`config.mk`:
```
export PLATFORM = sky130hd
export DESIGN_NAME = lsu_ctrl
export DESIGN_NICKNAME = d
export VERILOG_FILES = /design/src/rtl/lsu_pkg.sv /design/src/rtl/lsu_align.sv /design/src/rtl/lsu_ctrl.sv
export SDC_FILE = /design/constraint.sdc
export NUM_CORES = 1
export LEC_CHECK = 0
export CAP_MARGIN = 20
export CORE_ASPECT_RATIO = 0.6
export CORE_MARGIN = 2
export CORE_UTILIZATION = 45
export CTS_CLUSTER_SIZE = 28
export DETAILED_ROUTE_END_ITERATION = 12
export PLACE_DENSITY = 0.81
export RECOVER_POWER = 25
export SYNTH_ARGS = -nofsm -noshare
export SYNTH_HDL_FRONTEND = slang
export SYNTH_SLANG_ARGS = --single-unit
```
`constraint.sdc`:
```
create_clock -name clk -period 2.45 [get_ports clk]
set_clock_uncertainty 0.1 [all_clocks]
set_input_delay 0.3675 -clock clk [delete_from_list [all_inputs] [get_ports clk]]
set_output_delay 0.3675 -clock clk [all_outputs]
set_load 0.005 [all_outputs]
```
`src/rtl/lsu_pkg.sv`:
```
// Shared definitions for the load/store unit: funct3 codes, FSM states,
// error cause codes and the funct3 legality helper.
// Imported by lsu_align and lsu_ctrl.
package lsu_pkg;

  // RV32I load funct3 codes
  localparam logic [2:0] LB  = 3'b000;
  localparam logic [2:0] LH  = 3'b001;
  localparam logic [2:0] LW  = 3'b010;
  localparam logic [2:0] LBU = 3'b100;
  localparam logic [2:0] LHU = 3'b101;

  // RV32I store funct3 codes
  localparam logic [2:0] SB  = 3'b000;
  localparam logic [2:0] SH  = 3'b001;
  localparam logic [2:0] SW  = 3'b010;

  // err_cause encoding
  localparam logic [1:0] ERR_NONE     = 2'b00;
  localparam logic [1:0] ERR_MISALIGN = 2'b01;
  localparam logic [1:0] ERR_ILLEGAL  = 2'b10;
  localparam logic [1:0] ERR_TIMEOUT  = 2'b11;

  typedef enum logic [1:0] {
    IDLE = 2'd0,
    REQ  = 2'd1,
    WAIT = 2'd2,
    DONE = 2'd3
  } lsu_state_t;

  // Loads accept the five RV32I load codes, stores only the three store codes.
  function automatic logic f3_is_legal(input logic we, input logic [2:0] f3);
    if (we) begin
      return (f3 == SB) || (f3 == SH) || (f3 == SW);
    end
    return (f3 == LB) || (f3 == LH) || (f3 == LW) || (f3 == LBU) || (f3 == LHU);
  endfunction

endpackage

```
`src/rtl/lsu_align.sv`:
```
// Byte-lane steering for the LSU: request-side legality/alignment checks,
// byte enables and lane-replicated store data, and load-side lane extraction
// with sign/zero extension. Purely combinational, no handshake.
//   req_*  : live pipeline request (funct3, addr[1:0], we, store data)
//   be, wdata, f3_legal, misaligned : request-side results
//   ld_*   : latched load funct3/addr[1:0] plus the raw bus word -> ld_data
module lsu_align
  import lsu_pkg::*;
(
  input  logic [2:0]  req_funct3,
  input  logic [1:0]  req_addr_lo,
  input  logic        req_we,
  input  logic [31:0] req_wdata,
  output logic [3:0]  be,
  output logic [31:0] wdata,
  output logic        f3_legal,
  output logic        misaligned,
  input  logic [2:0]  ld_funct3,
  input  logic [1:0]  ld_addr_lo,
  input  logic [31:0] rdata,
  output logic [31:0] ld_data
);

  logic [7:0]  ld_byte;
  logic [15:0] ld_half;

  // funct3[1:0] encodes the access size for both loads and stores;
  // funct3[2] only selects zero-extension on loads.
  always_comb begin
    be    = 4'b1111;
    wdata = req_wdata;
    case (req_funct3[1:0])
      2'b00: begin
        be    = 4'b0001 << req_addr_lo;
        wdata = {4{req_wdata[7:0]}};
      end
      2'b01: begin
        be    = req_addr_lo[1] ? 4'b1100 : 4'b0011;
        wdata = {2{req_wdata[15:0]}};
      end
      default: begin
        be    = 4'b1111;
        wdata = req_wdata;
      end
    endcase
  end

  always_comb begin
    f3_legal   = f3_is_legal(req_we, req_funct3);
    misaligned = ((req_funct3[1:0] == 2'b01) && req_addr_lo[0]) ||
                 ((req_funct3[1:0] == 2'b10) && (req_addr_lo != 2'b00));
  end

  always_comb begin
    ld_byte = rdata[7:0];
    case (ld_addr_lo)
      2'd0: ld_byte = rdata[7:0];
      2'd1: ld_byte = rdata[15:8];
      2'd2: ld_byte = rdata[23:16];
      2'd3: ld_byte = rdata[31:24];
      default: ld_byte = rdata[7:0];
    endcase
    ld_half = ld_addr_lo[1] ? rdata[31:16] : rdata[15:0];

    ld_data = rdata;
    case (ld_funct3)
      LB:      ld_data = {{24{ld_byte[7]}}, ld_byte};
      LH:      ld_data = {{16{ld_half[15]}}, ld_half};
      LBU:     ld_data = {24'h0, ld_byte};
      LHU:     ld_data = {16'h0, ld_half};
      default: ld_data = rdata;
    endcase
  end

endmodule

```
`src/rtl/lsu_ctrl.sv`:
```
// MEM-stage load/store unit: one pipeline load/store -> one word-aligned bus transaction.
// Latency: zero-wait responder gives 3 stall cycles for a load (rd_valid in the 4th), 2 for a store.
// Backpressure: stall held while waiting for bus_gnt (unbounded) and for bus_rvalid (bounded by TIMEOUT).
//   Pipeline side: mem_req/mem_we/funct3/addr/wr_data in; stall, rd_data/rd_valid, lsu_err/err_cause out.
//   Bus side: bus_req/bus_we/bus_addr/bus_be/bus_wdata out, bus_gnt/bus_rvalid/bus_rdata in.
module lsu_ctrl
  import lsu_pkg::*;
#(
  parameter int DATA_WIDTH = 32,   // only 32 is supported
  parameter int ADDR_WIDTH = 32,
  parameter int TIMEOUT    = 255   // 1..255 WAIT cycles before a load is aborted
) (
  input  logic                  clk,
  input  logic                  reset_n,
  input  logic                  mem_req,
  input  logic                  mem_we,
  input  logic [2:0]            funct3,
  input  logic [ADDR_WIDTH-1:0] addr,
  input  logic [DATA_WIDTH-1:0] wr_data,
  output logic                  stall,
  output logic [DATA_WIDTH-1:0] rd_data,
  output logic                  rd_valid,
  output logic                  lsu_err,
  output logic [1:0]            err_cause,
  output logic                  bus_req,
  output logic                  bus_we,
  output logic [ADDR_WIDTH-1:0] bus_addr,
  output logic [3:0]            bus_be,
  output logic [DATA_WIDTH-1:0] bus_wdata,
  input  logic                  bus_gnt,
  input  logic                  bus_rvalid,
  input  logic [DATA_WIDTH-1:0] bus_rdata
);

  // WAIT exits after TIMEOUT cycles: the counter starts at 0 on entry,
  // so the last WAIT cycle is the one where it holds TIMEOUT-1.
  localparam logic [7:0] TO_LAST = 8'(TIMEOUT - 1);

  lsu_state_t      state_q, state_d;
  logic [7:0]      cnt_q;
  logic [2:0]      funct3_q;
  logic [1:0]      addr_lo_q;

  logic [3:0]      req_be;
  logic [31:0]     req_wdata;
  logic            f3_legal;
  logic            misaligned;
  logic [31:0]     ld_data;
  logic            accept;

  lsu_align u_align (
    .req_funct3  (funct3),
    .req_addr_lo (addr[1:0]),
    .req_we      (mem_we),
    .req_wdata   (wr_data),
    .be          (req_be),
    .wdata       (req_wdata),
    .f3_legal    (f3_legal),
    .misaligned  (misaligned),
    .ld_funct3   (funct3_q),
    .ld_addr_lo  (addr_lo_q),
    .rdata       (bus_rdata),
    .ld_data     (ld_data)
  );

  // Only sampled in IDLE; in DONE mem_req still belongs to the finishing instruction.
  assign accept = mem_req && f3_legal && !misaligned;

  always_comb begin
    state_d = state_q;
    stall   = 1'b0;
    case (state_q)
      IDLE: begin
        if (accept) begin
          stall   = 1'b1;
          state_d = REQ;
        end
      end
      REQ: begin
        stall = 1'b1;
        if (bus_gnt) begin
          state_d = bus_we ? DONE : WAIT;
        end
      end
      WAIT: begin
        stall = 1'b1;
        if (bus_rvalid || (cnt_q == TO_LAST)) begin
          state_d = DONE;
        end
      end
      DONE: begin
        state_d = IDLE;
      end
      default: begin
        state_d = IDLE;
      end
    endcase
  end

  always_ff @(posedge clk or negedge reset_n) begin
    if (!reset_n) begin
      state_q   <= IDLE;
      cnt_q     <= 8'd0;
      funct3_q  <= 3'b000;
      addr_lo_q <= 2'b00;
      bus_req   <= 1'b0;
      bus_we    <= 1'b0;
      bus_addr  <= '0;
      bus_be    <= 4'b0000;
      bus_wdata <= '0;
      rd_data   <= '0;
      rd_valid  <= 1'b0;
      lsu_err   <= 1'b0;
      err_cause <= ERR_NONE;
    end else begin
      state_q   <= state_d;
      // Result/error outputs are single-cycle pulses by default.
      rd_valid  <= 1'b0;
      lsu_err   <= 1'b0;
      err_cause <= ERR_NONE;
      case (state_q)
        IDLE: begin
          if (mem_req) begin
            if (!f3_legal) begin
              lsu_err   <= 1'b1;
              err_cause <= ERR_ILLEGAL;
            end else if (misaligned) begin
              lsu_err   <= 1'b1;
              err_cause <= ERR_MISALIGN;
            end else begin
              // bus_we/bus_addr/bus_wdata double as the latched request.
              bus_req   <= 1'b1;
              bus_we    <= mem_we;
              bus_addr  <= {addr[ADDR_WIDTH-1:2], 2'b00};
              bus_be    <= req_be;
              bus_wdata <= req_wdata;
              funct3_q  <= funct3;
              addr_lo_q <= addr[1:0];
            end
          end
        end
        REQ: begin
          if (bus_gnt) begin
            bus_req <= 1'b0;
            cnt_q   <= 8'd0;
          end
        end
        WAIT: begin
          if (bus_rvalid) begin
            rd_data  <= ld_data;
            rd_valid <= 1'b1;
          end else if (cnt_q == TO_LAST) begin
            rd_data   <= '0;
            lsu_err   <= 1'b1;
            err_cause <= ERR_TIMEOUT;
          end else begin
            cnt_q <= cnt_q + 8'd1;
          end
        end
        default: begin
        end
      endcase
    end
  end

endmodule
```
Word level (Yosys, flattened, before mapping)
Cells that the tools add are included.
{ "classes": {"add_sub_neg": 1, "eq_ne": 24, "n_shift": 1, "mux": 41, "bitwise": 1, "n_reduce_logical": 26} }
{ "op_table": {"columns": ["op", "count"], "rows": [
  ["$pmux 32 s4", 1],
  ["$mux 32", 2],
  ["$pmux 32 s2", 1],
  ["$pmux 8 s4", 1],
  ["$mux 8", 3],
  ["$mux 1", 17],
  ["$mux 16", 1],
  ["$ne 2x2->1 const B", 8],
  ["$pmux 8 s2", 1],
  ["$mux 2", 7],
  ["$eq 3x3->1 const B", 4],
  ["$eq 2x2->1 const B", 5],
  ["$add 8x1->8 const B", 1],
  ["$eq 8x8->1 const B", 1],
  ["$pmux 2 s4", 1],
  ["$pmux 4 s2", 1],
  ["$reduce_and 4->1", 2],
  ["$reduce_bool 2->1", 4],
  ["$eq 2x1->1 const B", 3],
  ["$eq 3x1->1 const B", 2],
  ["$logic_not 2->1", 3],
  ["$logic_not 3->1", 2],
  ["$logic_or 1x1->1", 6],
  ["$pmux 1 s2", 3],
  ["other kinds (11)", 14]
]} }
{ "word_totals": {"reg_bits": 119, "out_inout_bits": 107, "elab_cells": 107} }

Logic depth before layout (Yosys ltp)
Gate-level depths: netlist of run 1.
{ "logic_depth": {"ltp_word": 10, "mapped_depth": 8, "ltp_nobuf": 6} }

By module
From an unflattened synthesis of run 1, not the netlist that was laid out.
{ "hier_totals": {"cells_unflattened": 508, "hier_area_um2": 5819.3} }
{ "by_module_without_submodules": {"columns": ["mod", "instances", "cells_per_inst", "area_each_um2", "seq_area_each_um2"], "rows": [
  ["lsu_ctrl", 1, 317, 4658.2, 2977.9],
  ["lsu_align", 1, 191, 1161.1, 0.0]
]} }

Worst setup path after synthesis of run 1
No wires, ideal clock.
{ "synth_path": {"path_kind": "input port to output port", "from": "input port funct3[0]", "to": "output port stall", "arrival_ps": 1736, "slack_ps": 247, "stages": 6, "path_cell_list": "buf_6 > or4_4 > a21o_1 > buf_6 > clkbuf_1 > a21oi_1"} }
{ "synth_between": {"elab_chain_len": 10} }
{ "synth_lines": {"columns": ["item", "line_no", "rtl"], "rows": [
  ["start, declared", "lsu_ctrl.sv:17", "input logic [2:0] funct3,"],
  ["$eq 3x1->1 or $logic_not 3->1 (tied branches)", "lsu_pkg.sv:34, lsu_pkg.sv:36", null],
  ["$logic_or 1x1->1 (2 in series)", "lsu_pkg.sv:34, lsu_pkg.sv:36", null],
  ["$logic_or 1x1->1 (2 in series)", "lsu_pkg.sv:36", "return (f3 == LB) || (f3 == LH) || (f3 == LW) || (f3 == LBU) || (f3 == LHU);"],
  ["$mux 1", "lsu_pkg.sv:36", null],
  ["$logic_and 1x1->1", "lsu_ctrl.sv:67", "assign accept = mem_req && f3_legal && !misaligned;"],
  ["$logic_and 1x1->1 *", "lsu_ctrl.sv:67", null],
  ["$mux 1 *", "lsu_ctrl.sv:74", "if (accept) begin"],
  ["$pmux 1 s2 *", "lsu_ctrl.sv:72", "case (state_q)"],
  ["end, declared", "lsu_ctrl.sv:20", "output logic stall,"]
]} }
Every way passes the cells marked *; elsewhere a longest branch is shown, timed or not. The select of a mux whose other input is x is not followed.

Final worst setup path of run 1
{ "layout_path": {"from": "input port addr[1]", "to": "output port stall"} }
{ "layout_between": {"elab_chain_len": 7} }
{ "layout_lines": {"columns": ["item", "line_no", "rtl"], "rows": [
  ["start, declared", "lsu_ctrl.sv:18", "input logic [ADDR_WIDTH-1:0] addr,"],
  ["$reduce_bool 2->1", "lsu_align.sv:51", "((req_funct3[1:0] == 2'b10) && (req_addr_lo != 2'b00));"],
  ["$logic_and 1x1->1", "lsu_align.sv:51", null],
  ["$logic_or 1x1->1", "lsu_align.sv:50", "misaligned = ((req_funct3[1:0] == 2'b01) && req_addr_lo[0]) ||"],
  ["$logic_not 1->1", "lsu_ctrl.sv:67", null],
  ["$logic_and 1x1->1", "lsu_ctrl.sv:67", null],
  ["$mux 1", "lsu_ctrl.sv:74", null],
  ["$pmux 1 s2", "lsu_ctrl.sv:72", null]
]} }
Every way passes these cells.

==> summary.txt, run 1 <==
outcome: completed
placed cell area: 8010 sq um
DRT antenna net count: 0
Max FO, Critical Path: 2
Yosys warning total: 0
crit-path max cell delay: 0.51 ns
die area: 13,600 sq um
drt wl/cell: 18.5 microns
Worst-Skew Late Latency: 0.40 ns
final setup violation count: 0
Seq/Total Area, Yosys: 52.4%
Max Slew Vio Count: 0
CTS sink cnt: 119
largest net degree at the start of global routing: 103
Via density: 5.37
FP Rows: 31
Post-DP HPWL: 12,100 microns
initial antenna violation count: 1
FF+latch area: 2980 sq um
final core utilization: 70.5%
Fmax achieved: 0.419 GHz
TritonCTS clock tree: built
fin crit share: 97.4%
Die Width: 149 microns
Min Hold Slack: 0.376 ns
Core Area: 12,200 sq um
VDD IR-drop max: 0.589 mV
area occupied by multi-input gates: 2470 sq um
Netlist Area Pre-Place: 5690 sq um
Area growth syn-to-layout: 51.0%
crit path time final: 2.39 ns
global-route wire length before repair: 26,300 microns
vias: 4,755
CP max stage cell: or4_4
Netlist cell types: 44
final hold violations: 0
Crit. End Element: output port
PwrDens: 1190 nW/um^2
worst min path class: register to register
fillers: 908
Post-Syn Instances: 485
total congestion overflow: 0
Leakage Power: 0.00387 uW
WL final: 16,300 microns
Overall Global Routing Usage: 25.0%
residual DRC count: 0
Longest Clk Path Bufs: 2
H-tree depth: 4
Seq cells post-synth: 119
Syn Area/Cell: 11.7 sq um
relative slew slack: 30.0%
RSZ-0062 raised after global routing: no
share of layout cells above drive strength 1: 16.4%
number of max-cap violations: 0
num ports: 212
WP data arrival: 1.92 ns
clock slew at the register clock pins of the worst setup and hold paths: 0.06 ns
nets: 817
port buffer count: 209
Clock Root Buffer: clkbuf_16
final instance area: 8580 sq um
starting DRC count in detailed routing: 355
gpl congestion: 0.866
crit-path cells: clkdlybuf4s50_1, or4_4, a21o_4, a21oi_1, clkdlybuf4s15_2
worst-margin pin slew: 1.05 ns
CTS Buf Count: 17
critical path startpoint category: input pin
WP data required: 1.98 ns
Die H: 91.1 microns
TritonRoute pass-1 iters: 4
Setup CP Type: input pin to output port
Starting Density: 46.7%
vias in the first global route: 4,906
==> cell type report <==
class                      count  share of cell area, %
multi-input combinational    315                   28.8
clock buffer                  20                   5.20
tap                          165                   2.40
antenna                        1                 0.0292
clock inverter                12                   1.50
sequential                   119                   34.7
inverter                      19                  0.831
timing repair buffer         234                   26.5
==> per-stage QoR <==
stage | setup WS, ns | std cells | power, uW | TNS (ns)
final | 0.0631 | 885 | 10200 | 0
after global routing | 0.0115 | 884 | 10800 | 0
after detailed placement | -0.425 | 851 | 7790 | -26.79
after floorplan | 0.247 | 486 | 5290 | 0
after global placement | -0.350 | 851 | 7650 | -19.93
after CTS | 0.0527 | 884 | 10300 | 0
==> cell usage in the layout (no fill, tap or decap), drive strengths merged, types with 5 or more instances in the layout <==
cell type | synthesis | layout
a21o | 9 | 9
a21oi | 20 | 20
a221o | 17 | 17
a221oi | 9 | 9
buf | 10 | 22
clkbuf | 23 | 23
clkdlybuf4s50 | 0 | 205
clkinvlp | 0 | 6
dfrtp | 119 | 119
ha | 6 | 6
inv | 19 | 19
mux2 | 56 | 56
mux2i | 32 | 32
nand2 | 50 | 50
nand3 | 10 | 10
nor2 | 16 | 16
o21ai | 39 | 39
o2bb2ai | 6 | 6
or4 | 5 | 5
==> state kept, by name, indices dropped and copies added, names as in the netlist <==
signal / cells
rd_valid: 1
bus_wdata: 32
addr_lo_q: 2
bus_req: 1
cnt_q: 8
funct3_q: 3
bus_we: 1
bus_be: 4
rd_data: 32
bus_addr: 30
lsu_err: 1
err_cause: 2
state_q: 2
==> cells in the mapped netlist (all sizes together) <==
| library cell | instances | share of area [%] |
|---|---|---|
| a311oi | 1 | 0.15 |
| clkbuf | 23 | 1.5 |
| o211a | 1 | 0.18 |
| a41oi | 1 | 0.15 |
| or4 | 5 | 0.73 |
| o21ba | 2 | 0.35 |
| a22o | 3 | 0.46 |
| o22ai | 1 | 0.11 |
| nand2b | 4 | 0.44 |
| mux2 | 56 | 13 |
| a2111oi | 1 | 0.48 |
| a21oi | 20 | 1.8 |
| mux2i | 32 | 5.6 |
| a21o | 9 | 1.2 |
| a221o | 17 | 3.0 |
| conb | 1 | 0.066 |
| o211ai | 3 | 0.40 |
| o311ai | 3 | 0.46 |
| dfrtp | 119 | 52 |
| a221oi | 9 | 1.4 |
| nor2b | 3 | 0.33 |
| nor3 | 1 | 0.088 |
| nor2 | 16 | 1.1 |
| or3 | 4 | 0.44 |
| o21ai | 39 | 3.4 |
| and3 | 2 | 0.22 |
| buf | 10 | 1.6 |
| nand4 | 1 | 0.11 |
| o2bb2ai | 6 | 0.92 |
| ha | 6 | 1.3 |
| o31ai | 1 | 0.13 |
| nand3 | 10 | 0.88 |
| and4 | 1 | 0.15 |
| mux4 | 1 | 0.40 |
| o21a | 3 | 0.40 |
| a211oi | 1 | 0.13 |
| inv | 19 | 1.3 |
| nand2 | 50 | 3.3 |
==> worst paths after layout <==
path | slack, ns | from | cells past startpoint | end
max in group asynchronous | 0.37 | reset_n | 3 | bus_addr[9]
min in group asynchronous | 0.61 | reset_n | 2 | bus_wdata[13]
min | 0.38 | rd_data[12] | 1 | rd_data[12]
max | 0.06 | addr[1] | 5 | stall
min reg2reg | 0.38 | rd_data[12] | 1 | rd_data[12]
max reg2reg | 0.14 | addr_lo_q[1] | 4 | rd_data[19]
==> worst max-delay path: cells and delay by family <==
| family | cells | cell delay, ns |
|---|---|---|
| buffers and inverters | 2 | 0.66 |
| and+or+nand+nor | 1 | 0.51 |
| AOI/OAI and AO/OA | 2 | 0.39 |
==> logic make-up (layout without fill, tap and decap cells) <==
family / after synthesis / count (layout) / synth area share, %
multiplexers: 89 / 89 / 19.0
flip-flops: 119 / 119 / 52.4
AND/OR/NAND/NOR: 97 / 97 / 7.74
buffers and inverters: 52 / 285 / 4.38
adder cells (fa/ha/maj): 6 / 6 / 1.32
other: 1 / 3 / 0.0659
AO/OA/AOI/OAI: 121 / 121 / 15.1
==> repair_timing <==
| action | 4_1_cts | 5_1_grt |
|---|---|---|
| endpoints found under the hold margin | 40 | 0 |
| hold buffers | 1 | 0 |
| pin swaps | 0 | 1 |
| resized for setup | 6 | 0 |
| setup buffers | 0 | 0 |
| setup endpoints to repair | 15 | 9 |
==> routing by layer <==
metal  up-vias  wire length (microns)  global-route usage (%)
li1       2204                      -                       -
met1      2356                   7660                    35.4
met2       181                   7090                    36.3
met3        14                   1460                    9.50
met4         0                    130                    5.79
met5         -                      0                       0
==> where the power goes <==
| part | internal (uW) | switching (uW) | leakage (uW) |
|---|---|---|---|
| Combinational | 2690 | 1590 | 0.00212 |
| Sequential | 2870 | 646 | 0.00149 |
| Clock | 1520 | 883 | 0.000264 |
No activity file was read; power rests on OpenSTA's default activity.
==> run 2: changes to the inputs <==
--- a/config.mk
+++ b/config.mk
@@ -15,4 +15,5 @@
 export RECOVER_POWER = 25
 export SYNTH_ARGS = -nofsm -noshare
 export SYNTH_HDL_FRONTEND = slang
+export SYNTH_HIERARCHICAL = 1
 export SYNTH_SLANG_ARGS = --single-unit
==> summary.txt, run 2 <==
vias: 4,814 (+1.2%)
CTS Buf Count: 17 (unchanged)
Seq/Total Area, Yosys: 51.2% (-1.2 points)
Area growth syn-to-layout: 50.9% (about the same)
most common cell after layout, fill and taps aside: clkdlybuf4s50_1
critical path startpoint category: input pin
Max FO, Critical Path: 4 (+2)
RSZ-0062 raised after global routing: no
EDFF count, synth: 0 (unchanged)
Starting Density: 45.7% (-0.99 points)
placed cell area: 8130 sq um (+1.5%)
Setup CP Type: input pin to output port
top flop regs: bus_wdata x32, rd_data x32, bus_addr x30
TritonCTS clock tree: built
number of max-cap violations: 0 (unchanged)
largest cells by area after synthesis: dfrtp_1, mux2_2, a22o_1, nand2_1, o21ai_0
cells on worst reg2reg path: 7 (+3)
final hold violations: 0 (unchanged)
initial antenna violation count: 0 (-1)
crit-path max cell delay: 0.47 ns (-0.04 ns)
vias in the first global route: 4,857 (-1.0%)
WP data arrival: 1.79 ns (-0.13 ns)
die area: 13,900 sq um (+2.3%)
starting DRC count in detailed routing: 363 (+2.3%)
Overall Global Routing Usage: 23.1% (-1.9 points)
Longest Clk Path Bufs: 2 (unchanged)
VDD IR-drop max: 0.559 mV (-5.1%)
crit path time final: 2.26 ns (-0.131 ns)
FF+latch area: 2980 sq um (unchanged)
Crit. End Element: output port
Netlist Area Pre-Place: 5820 sq um (+2.3%)
drt wl/cell: 17.3 microns (-6.0%)
PwrDens: 1210 nW/um^2 (+1.5%)
WP data required: 1.98 ns (about the same)
Synth top cells by count: dfrtp_1, mux2_2, nand2_1
largest area contributor in the netlist: dfrtp_1
Worst-Skew Late Latency: 0.40 ns (about the same)
global-route wire length before repair: 25,100 microns (-4.5%)
crit-path cells: clkdlybuf4s50_1, buf_4, nand2_1, o21ai_0, nor2b_2, nand3_4, a21oi_1, clkbuf_2
Post-DP HPWL: 11,500 microns (-4.5%)
final setup violation count: 0 (unchanged)
TritonRoute pass-1 iters: 5 (+1)
setup ws final: 0.194 ns (+0.131 ns)
port buffer count: 209 (unchanged)
relative slew slack: 21.5% (-8.5 points)
final core utilization: 69.0% (-1.5 points)
fillers: 917 (+0.99%)
Post-Syn Instances: 508 (+4.7%)
Netlist cell types: 45 (+2.3%)
fin crit share: 92.1% (-5.4 points)
nets: 833 (+2.0%)
hold depth: 1 (unchanged)
Via density: 5.32 (-1.0%)
Ant. Diodes: 0 (-1)
residual DRC count: 0 (unchanged)
outcome: completed
DRT antenna net count: 0 (unchanged)
largest net degree at the start of global routing: 49 (-52%)
final instance area: 8780 sq um (+2.3%)
Die Width: 151 microns (+1.1%)
Post-Place Worst Slack: -0.241 ns (+0.184 ns)
CP max stage cell: clkdlybuf4s50_1
WL final: 15,700 microns (-3.9%)
leading cell types in the layout, fill and taps excluded: clkdlybuf4s50_1, dfrtp_1, mux2_2, nand2_1, a22o_1
num ports: 212 (unchanged)
clock slew at the register clock pins of the worst setup and hold paths: 0.05 ns (about the same)
Fmax achieved: 0.443 GHz (+5.8%)
total congestion overflow: 0 (unchanged)
CTS sink cnt: 119 (unchanged)
share of layout cells above drive strength 1: 21.4% (+4.9 points)
Core Area: 12,700 sq um (+4.5%)
Die H: 92.1 microns (+1.1%)
FP Rows: 32 (+3.2%)
Syn Area/Cell: 11.5 sq um (-2.3%)
Leakage Power: 0.00391 uW (+0.87%)
Post-CTS Setup Bufs: 0 (unchanged)
Seq cells post-synth: 119 (unchanged)
FFs w/ async S/R, synth: 100% (unchanged)
worst min path class: register to register
post-layout total power: 10,600 uW (+3.8%)
top_reg_cell synth: dfrtp_1
most common cell in the netlist: dfrtp_1
Yosys warning total: 6 (+6)
H-tree depth: 4 (unchanged)
top cell type's share of synthesized area: 51.2% (-1.2 points)
Max Slew Vio Count: 0 (unchanged)
gpl congestion: 0.918 (+6.0%)
area occupied by multi-input gates: 2590 sq um (+4.9%)
worst-margin pin slew: 1.18 ns (+0.127 ns)
Clock Root Buffer: clkbuf_16
-- run 2: area by class of cell --
type,count,share of cell area [%]
Clock buffer,17,4.84
Clock inverter,15,2.59
Multi-Input combinational cell,339,29.6
Inverter,7,0.299
Tap cell,170,2.42
Sequential cell,119,33.9
Timing Repair Buffer,238,26.4
-- run 2: worst paths after layout --
kind | from | to | slack, ns
max | funct3[1] | stall | 0.19
max reg2reg | state_q[0] | cnt_q[5] | 0.24
min | cnt_q[7] | cnt_q[7] | 0.39
min reg2reg | cnt_q[7] | cnt_q[7] | 0.39
max in group asynchronous | reset_n | rd_data[18] | 0.52
min in group asynchronous | reset_n | bus_wdata[19] | 0.63
-- run 2: power by group --
part / switching (uW) / internal, uW / total (uW)
Sequential: 528 / 2840 / 3370
Combinational: 1760 / 2730 / 4490
Clock: 909 / 1810 / 2720
Total: 3190 / 7390 / 10600
-- run 2: logic make-up (layout without fill, tap and decap cells) --
logic type                 Yosys count  after routing  synth area share, %
DFF                                119            119                 51.2
other                                1              2               0.0644
muxes                              100            100                 19.3
and+or+nand+nor                    122            122                 9.78
buffers and inverters               51            277                 4.62
adders and majority gates            6              6                 1.29
AOI/OAI and AO/OA                  109            109                 13.7
-- run 2: critical path, delay by kind of cell --
| family | cells | cell delay [ns] |
|---|---|---|
| compound gates | 2 | 0.31 |
| buf+inv | 3 | 0.78 |
| simple gates | 3 | 0.33 |
-- run 2: routing by layer --
layer  up-vias  GRT usage (%)  wire length [microns]
met4         0           7.24                    274
met1      2343           31.1                   6780
met3        23           7.81                   1530
met2       210           35.2                   7100
met5         -              0                      0
li1       2238              -                      -
-- run 2: what timing repair did --
action,CTS,global route
endpoints found under the setup margin,1,1
hold buffers,1,0
hold endpoints to repair,42,0
resized for setup,1,3
-- run 2: stage by stage --
stage	instances	setup TNS (ns)	hold slack, ns
after CTS	905	0	0.386
after global placement	872	-0.717	0.309
final	905	0	0.393
after floorplan	509	0	-0.0281
after global routing	905	0	0.410
after detailed placement	872	-0.732	0.310
==> run 3: changes to the inputs <==
--- a/config.mk
+++ b/config.mk
@@ -11,6 +11,7 @@
 export CORE_UTILIZATION = 45
 export CTS_CLUSTER_SIZE = 28
 export DETAILED_ROUTE_END_ITERATION = 12
+export GPL_TIMING_DRIVEN = 1
 export PLACE_DENSITY = 0.81
 export RECOVER_POWER = 25
 export SYNTH_ARGS = -nofsm -noshare
==> results of run 3 <==
Same layout as run 2: the final DEF is identical, and so are final timing and power.
